--- src/rtl/shift_job_sched.sv ---
// shift_job_sched
// Two-requester job scheduler and sequencer for a WIDTH-bit bidirectional
// shift register. A job (load word, direction, fill bit, shift count) is
// accepted from one requester at a time by round-robin arbitration. The
// register is loaded, shifted exactly cnt times, and then completion is
// reported with the result and the requester ID.
//
// Ports:
//   clk      clock, all state changes on the rising edge
//   clr      synchronous active-high reset
//   req      request per requester (bit i = requester i)
//   dir      direction per requester: 0 = left (fill enters bit 0),
//            1 = right (fill enters bit WIDTH-1)
//   fill     serial fill bit per requester
//   cnt      shift count per requester, requester i at [i*CNT_W +: CNT_W]
//   data     load word per requester, requester i at [i*WIDTH +: WIDTH]
//   gnt      one-hot one-cycle pulse, job of requester i accepted
//   busy     high from acceptance through the done cycle
//   done     one-cycle pulse, job finished and q valid
//   done_id  requester ID of the last finished job
//   q        register contents, holds the result until the next load
module shift_job_sched #(
  parameter int WIDTH = 4,
  parameter int CNT_W = 3
) (
  input  logic               clk,
  input  logic               clr,
  input  logic [1:0]         req,
  input  logic [1:0]         dir,
  input  logic [1:0]         fill,
  input  logic [2*CNT_W-1:0] cnt,
  input  logic [2*WIDTH-1:0] data,
  output logic [1:0]         gnt,
  output logic               busy,
  output logic               done,
  output logic               done_id,
  output logic [WIDTH-1:0]   q
);

  typedef enum logic [1:0] {
    IDLE  = 2'd0,
    SHIFT = 2'd1,
    DONE  = 2'd2
  } state_t;

  state_t             state;
  state_t             state_nxt;
  logic               last;
  logic               win;
  logic [CNT_W-1:0]   win_cnt;
  logic [WIDTH-1:0]   win_data;
  logic               job_dir;
  logic               job_fill;
  logic               job_id;
  logic [CNT_W-1:0]   rem;

  // Round-robin pick: a lone request wins outright; on a tie the requester
  // that was not served last wins. last resets to 1 so requester 0 wins the
  // first tie.
  always_comb begin
    win = 1'b0;
    if (req == 2'b11) begin
      win = ~last;
    end else begin
      win = req[1];
    end
    win_cnt  = win ? cnt[CNT_W +: CNT_W] : cnt[0 +: CNT_W];
    win_data = win ? data[WIDTH +: WIDTH] : data[0 +: WIDTH];
  end

  // State register.
  always_ff @(posedge clk) begin
    if (clr) begin
      state <= IDLE;
    end else begin
      state <= state_nxt;
    end
  end

  // Next-state logic. A zero-count job skips SHIFT entirely.
  always_comb begin
    state_nxt = state;
    case (state)
      IDLE: begin
        if (req != 2'b00) begin
          state_nxt = (win_cnt != '0) ? SHIFT : DONE;
        end
      end
      SHIFT: begin
        if (rem == CNT_W'(1)) begin
          state_nxt = DONE;
        end
      end
      DONE: begin
        state_nxt = IDLE;
      end
      default: begin
        state_nxt = IDLE;
      end
    endcase
  end

  // Datapath and registered outputs. The job fields are captured only at
  // acceptance so requester inputs are free to change while the job runs.
  // done is registered on the edge leaving DONE, so it appears in the
  // following IDLE cycle and can never coincide with gnt.
  always_ff @(posedge clk) begin
    if (clr) begin
      q        <= '0;
      gnt      <= 2'b00;
      busy     <= 1'b0;
      done     <= 1'b0;
      done_id  <= 1'b0;
      last     <= 1'b1;
      job_dir  <= 1'b0;
      job_fill <= 1'b0;
      job_id   <= 1'b0;
      rem      <= '0;
    end else begin
      gnt  <= 2'b00;
      done <= 1'b0;
      case (state)
        IDLE: begin
          if (req != 2'b00) begin
            gnt      <= win ? 2'b10 : 2'b01;
            busy     <= 1'b1;
            q        <= win_data;
            job_dir  <= dir[win];
            job_fill <= fill[win];
            job_id   <= win;
            rem      <= win_cnt;
            last     <= win;
          end else begin
            busy <= 1'b0;
          end
        end
        SHIFT: begin
          if (job_dir) begin
            q <= {job_fill, q[WIDTH-1:1]};
          end else begin
            q <= {q[WIDTH-2:0], job_fill};
          end
          rem <= rem - CNT_W'(1);
        end
        DONE: begin
          done    <= 1'b1;
          done_id <= job_id;
        end
        default: begin
        end
      endcase
    end
  end

endmodule

--- config.mk ---
export PLATFORM = sky130hd
export DESIGN_NAME = shift_job_sched
export DESIGN_NICKNAME = d
export VERILOG_FILES = /design/src/rtl/shift_job_sched.sv
export SDC_FILE = /design/constraint.sdc
export NUM_CORES = 1
export LEC_CHECK = 0
export CELL_PAD_IN_SITES_DETAIL_PLACEMENT = 2
export CELL_PAD_IN_SITES_GLOBAL_PLACEMENT = 2
export CORE_ASPECT_RATIO = 1.1
export CORE_MARGIN = 2
export CORE_UTILIZATION = 23
export DETAILED_ROUTE_END_ITERATION = 8
export GPL_TIMING_DRIVEN = 0
export PLACE_DENSITY_LB_ADDON = 0.1
export SLEW_MARGIN = 20
export SYNTH_ARGS = -nofsm -noshare
export SYNTH_HDL_FRONTEND = slang
export SYNTH_SLANG_ARGS = --single-unit
--- constraint.sdc ---
create_clock -name clk -period 1.3 [get_ports clk]
set_input_delay 0.195 -clock clk [delete_from_list [all_inputs] [get_ports clk]]
set_output_delay 0.195 -clock clk [all_outputs]
set_load 0.05 [all_outputs]
==> reports/qor.yml <==
die:
  die_width_um: 64.1
  die-area_mm2: 0.00449
  start_util: 0.236
  die_y_um: 70.1
  rows: 24
  io_pins: 31
  fp.coreArea_mm2: 0.00387
layout:
  diodes: 0
  area_delta_synth_final_pct: 61.6
  multi_input_area_um2: 583
  layout_commonest_cell: "clkdlybuf4s50_1"
  final_area_mm2: 0.00148
  drive_gt1_frac: 0.299
  fillerInstances: 420
  final_cell_mix: "clkdlybuf4s50_1, dfxtp_1, nor2_1, mux2i_1"
  seqCellArea_um2: 372
  nNetsFinal: 159
logic_synthesis:
  syn_nets: 121
  yosysTopAreaCellShare: 0.395
  ys_seq_area_frac: 0.395
  yosys-top-cells-area: "dfxtp_1, mux2i_1, a211oi_1"
  synth_warnings: 0
  synth_edf_count: 0
  ys_async_sr_fraction: 0
  yosysTopAreaCell: "dfxtp_1"
  netlist_area_um2: 913
  yosysUniqueCellTypes: 29
  synth_seq_cells: 18
  syn_avg_cell_area_um2: 9.42
  netlist_instances: 97
  synthFlopType: "dfxtp_1"
sta:
  fin_crit_sh: 1.02
  hold_viol: 0
  fin_ws_ns: -0.0259
  skew_ns: 0.00287
  rsz0062_at_grt: "true"
  fmax_mhz: 754
  slew_headroom: 0.622
  setup_viol: 1
  tightest_slew_ns: 0.567
  maxSlewViolCount: 0
  layout_min_cycle_time_ns: 1.33
worst_setup_path:
  crit_arrival_ns: 1.45
  cp.required_ns: 1.43
  cpMostUsedCell: "buf_12"
  crit_type: "reg -> reg"
  cpPeakStageDelay_ns: 0.34
  worstPathCellList: "a21boi_4 -> buf_12 -> buf_12 -> buf_6 -> mux2i_2 -> a211oi_2"
  worst-path-max-fanout: 5
  endpoint_kind: "flip-flop"
  cp_slowest_cell: "dfxtp_2"
  crit_path_start_kind: "flip-flop"
routing:
  wl_per_cell_um: 16.4
  routed-via-count: 898
  drt-total-wl_um: 3050
  via_per_inst: 4.83
  drcViolationCount: 0
  dr.pass1.iters: 2
  drtIter0Drc: 19
  ant_nets: 0
pwr:
  total_leakage_power_nw: 0.572
  power_w: 0.00195
  power.density_mw_per_mm2: 1320
  peakVddDrop_mv: 0.459
run_status:
  violations: "negative setup slack"
  outcome: "finished with violations"
cts:
  clock_latency_ns: 0.26
  root_buffer: "clkbuf_8"
  cts_tree: "built"
  cts.sinks: 18
  cts_buffers: 3
  clk_pin_slew_ns: 0.08
  htreeDepth: 1
  cts_buffer_depth: 2
global_route:
  grt-ovfl-total: 0
  grt_max_degree: 11
  antenna_found_initial: 0
  grt_pass1_wl_um: 5180
  grt_pass1_vias: 1009
  grtUsageTotal: 0.146
placed_design:
  dp_hpwl_um: 2150
  place_congestion: 0.777
  dpl_cell_area_mm2: 0.00128
  portBuffers: 30
flow_run:
  max_cap_viol_count: 0
worst_hold_path:
  hold_class: "reg -> reg"
-- critical path: cells and delay by family, from the launching register on --
family	cells	cell delay, ns
buffers and inverters	3	0.37
DFF	1	0.34
AOI/OAI and AO/OA	2	0.24
muxes	1	0.24
-- registers in the layout, indices dropped and copies added, names as in the netlist --
signal	cells
job_dir	1
last	1
busy	1
state	2
q	4
rem	3
job_fill	1
done_id	1
job_id	1
done	1
gnt	2
-- synthesized netlist by cell type (2+ instances only) --
master	count
a211oi_1	8
a22o_1	4
nor3_1	4
nand2_1	4
a21oi_1	6
ha_1	2
nor2_1	10
clkbuf_1	2
o21ai_0	2
nand3b_1	2
inv_1	3
buf_2	2
nor2b_1	6
dfxtp_1	18
mux2i_1	10
-- worst paths after layout --
kind | from | end | slack [ns] | cells past startpoint
setup reg to reg | last | rem[2] | -0.03 | 6
hold reg to reg | job_id | job_id | 0.47 | 2
hold / removal | job_id | job_id | 0.47 | 2
setup / recovery | last | rem[2] | -0.03 | 6
-- metrics by stage --
stage	hold slack, ns	worst slack (ns)	instances	setup TNS (ns)	util
after floorplan	0.267	0.0732	97	0	-
after global routing	0.511	-0.0725	186	-0.706	0.381
final	0.467	-0.0259	186	-0.0259	0.381
after detailed placement	0.459	-0.529	179	-6.70	0.330
after global placement	0.454	-0.545	179	-6.72	0.330
after CTS	0.472	-0.00499	186	-0.00499	0.370
-- cells by family after synthesis --
kind of cell / after synthesis / synth area share
flip-flops: 18 / 0.395
AO/OA/AOI/OAI: 26 / 0.214
XOR/XNOR: 1 / 0.00959
buffers and inverters: 8 / 0.0534
multiplexers: 10 / 0.110
AND/OR/NAND/NOR: 32 / 0.192
adder cells (fa/ha/maj): 2 / 0.0274
-- repair_timing --
action	CTS	global route
pin swaps	2	8
endpoints found under the setup margin	21	18
hold buffers	0	0
resized for setup	35	21
buffers inserted	4	1
-- layer usage --
layer,track usage,routed length (µm),vias up,part of all wire
met5,0,0,-,0
met2,0.269,1610,19,0.53
met4,0.0435,28,0,0.0092
li1,-,-,429,-
met3,0.0242,99,4,0.032
met1,0.169,1310,446,0.43
-- final cells by class --
type	instances	area share
Multi-Input combinational cell	71	0.395
Sequential cell	18	0.252
Timing Repair Buffer	34	0.238
Tap cell	52	0.0441
Clock buffer	4	0.0373
Buffer	4	0.0263
Inverter	3	0.00763
-- where the power goes --
group / total (W) / switching, W / internal [W] / leakage (nW)
clock network: 0.000490 / 0.000220 / 0.000270 / 0.0288
registers: 0.000736 / 0.0000971 / 0.000639 / 0.150
logic: 0.000720 / 0.000386 / 0.000334 / 0.393
total: 0.00195 / 0.000703 / 0.00124 / 0.572
Note: power is estimated with default switching activity, not from simulation.
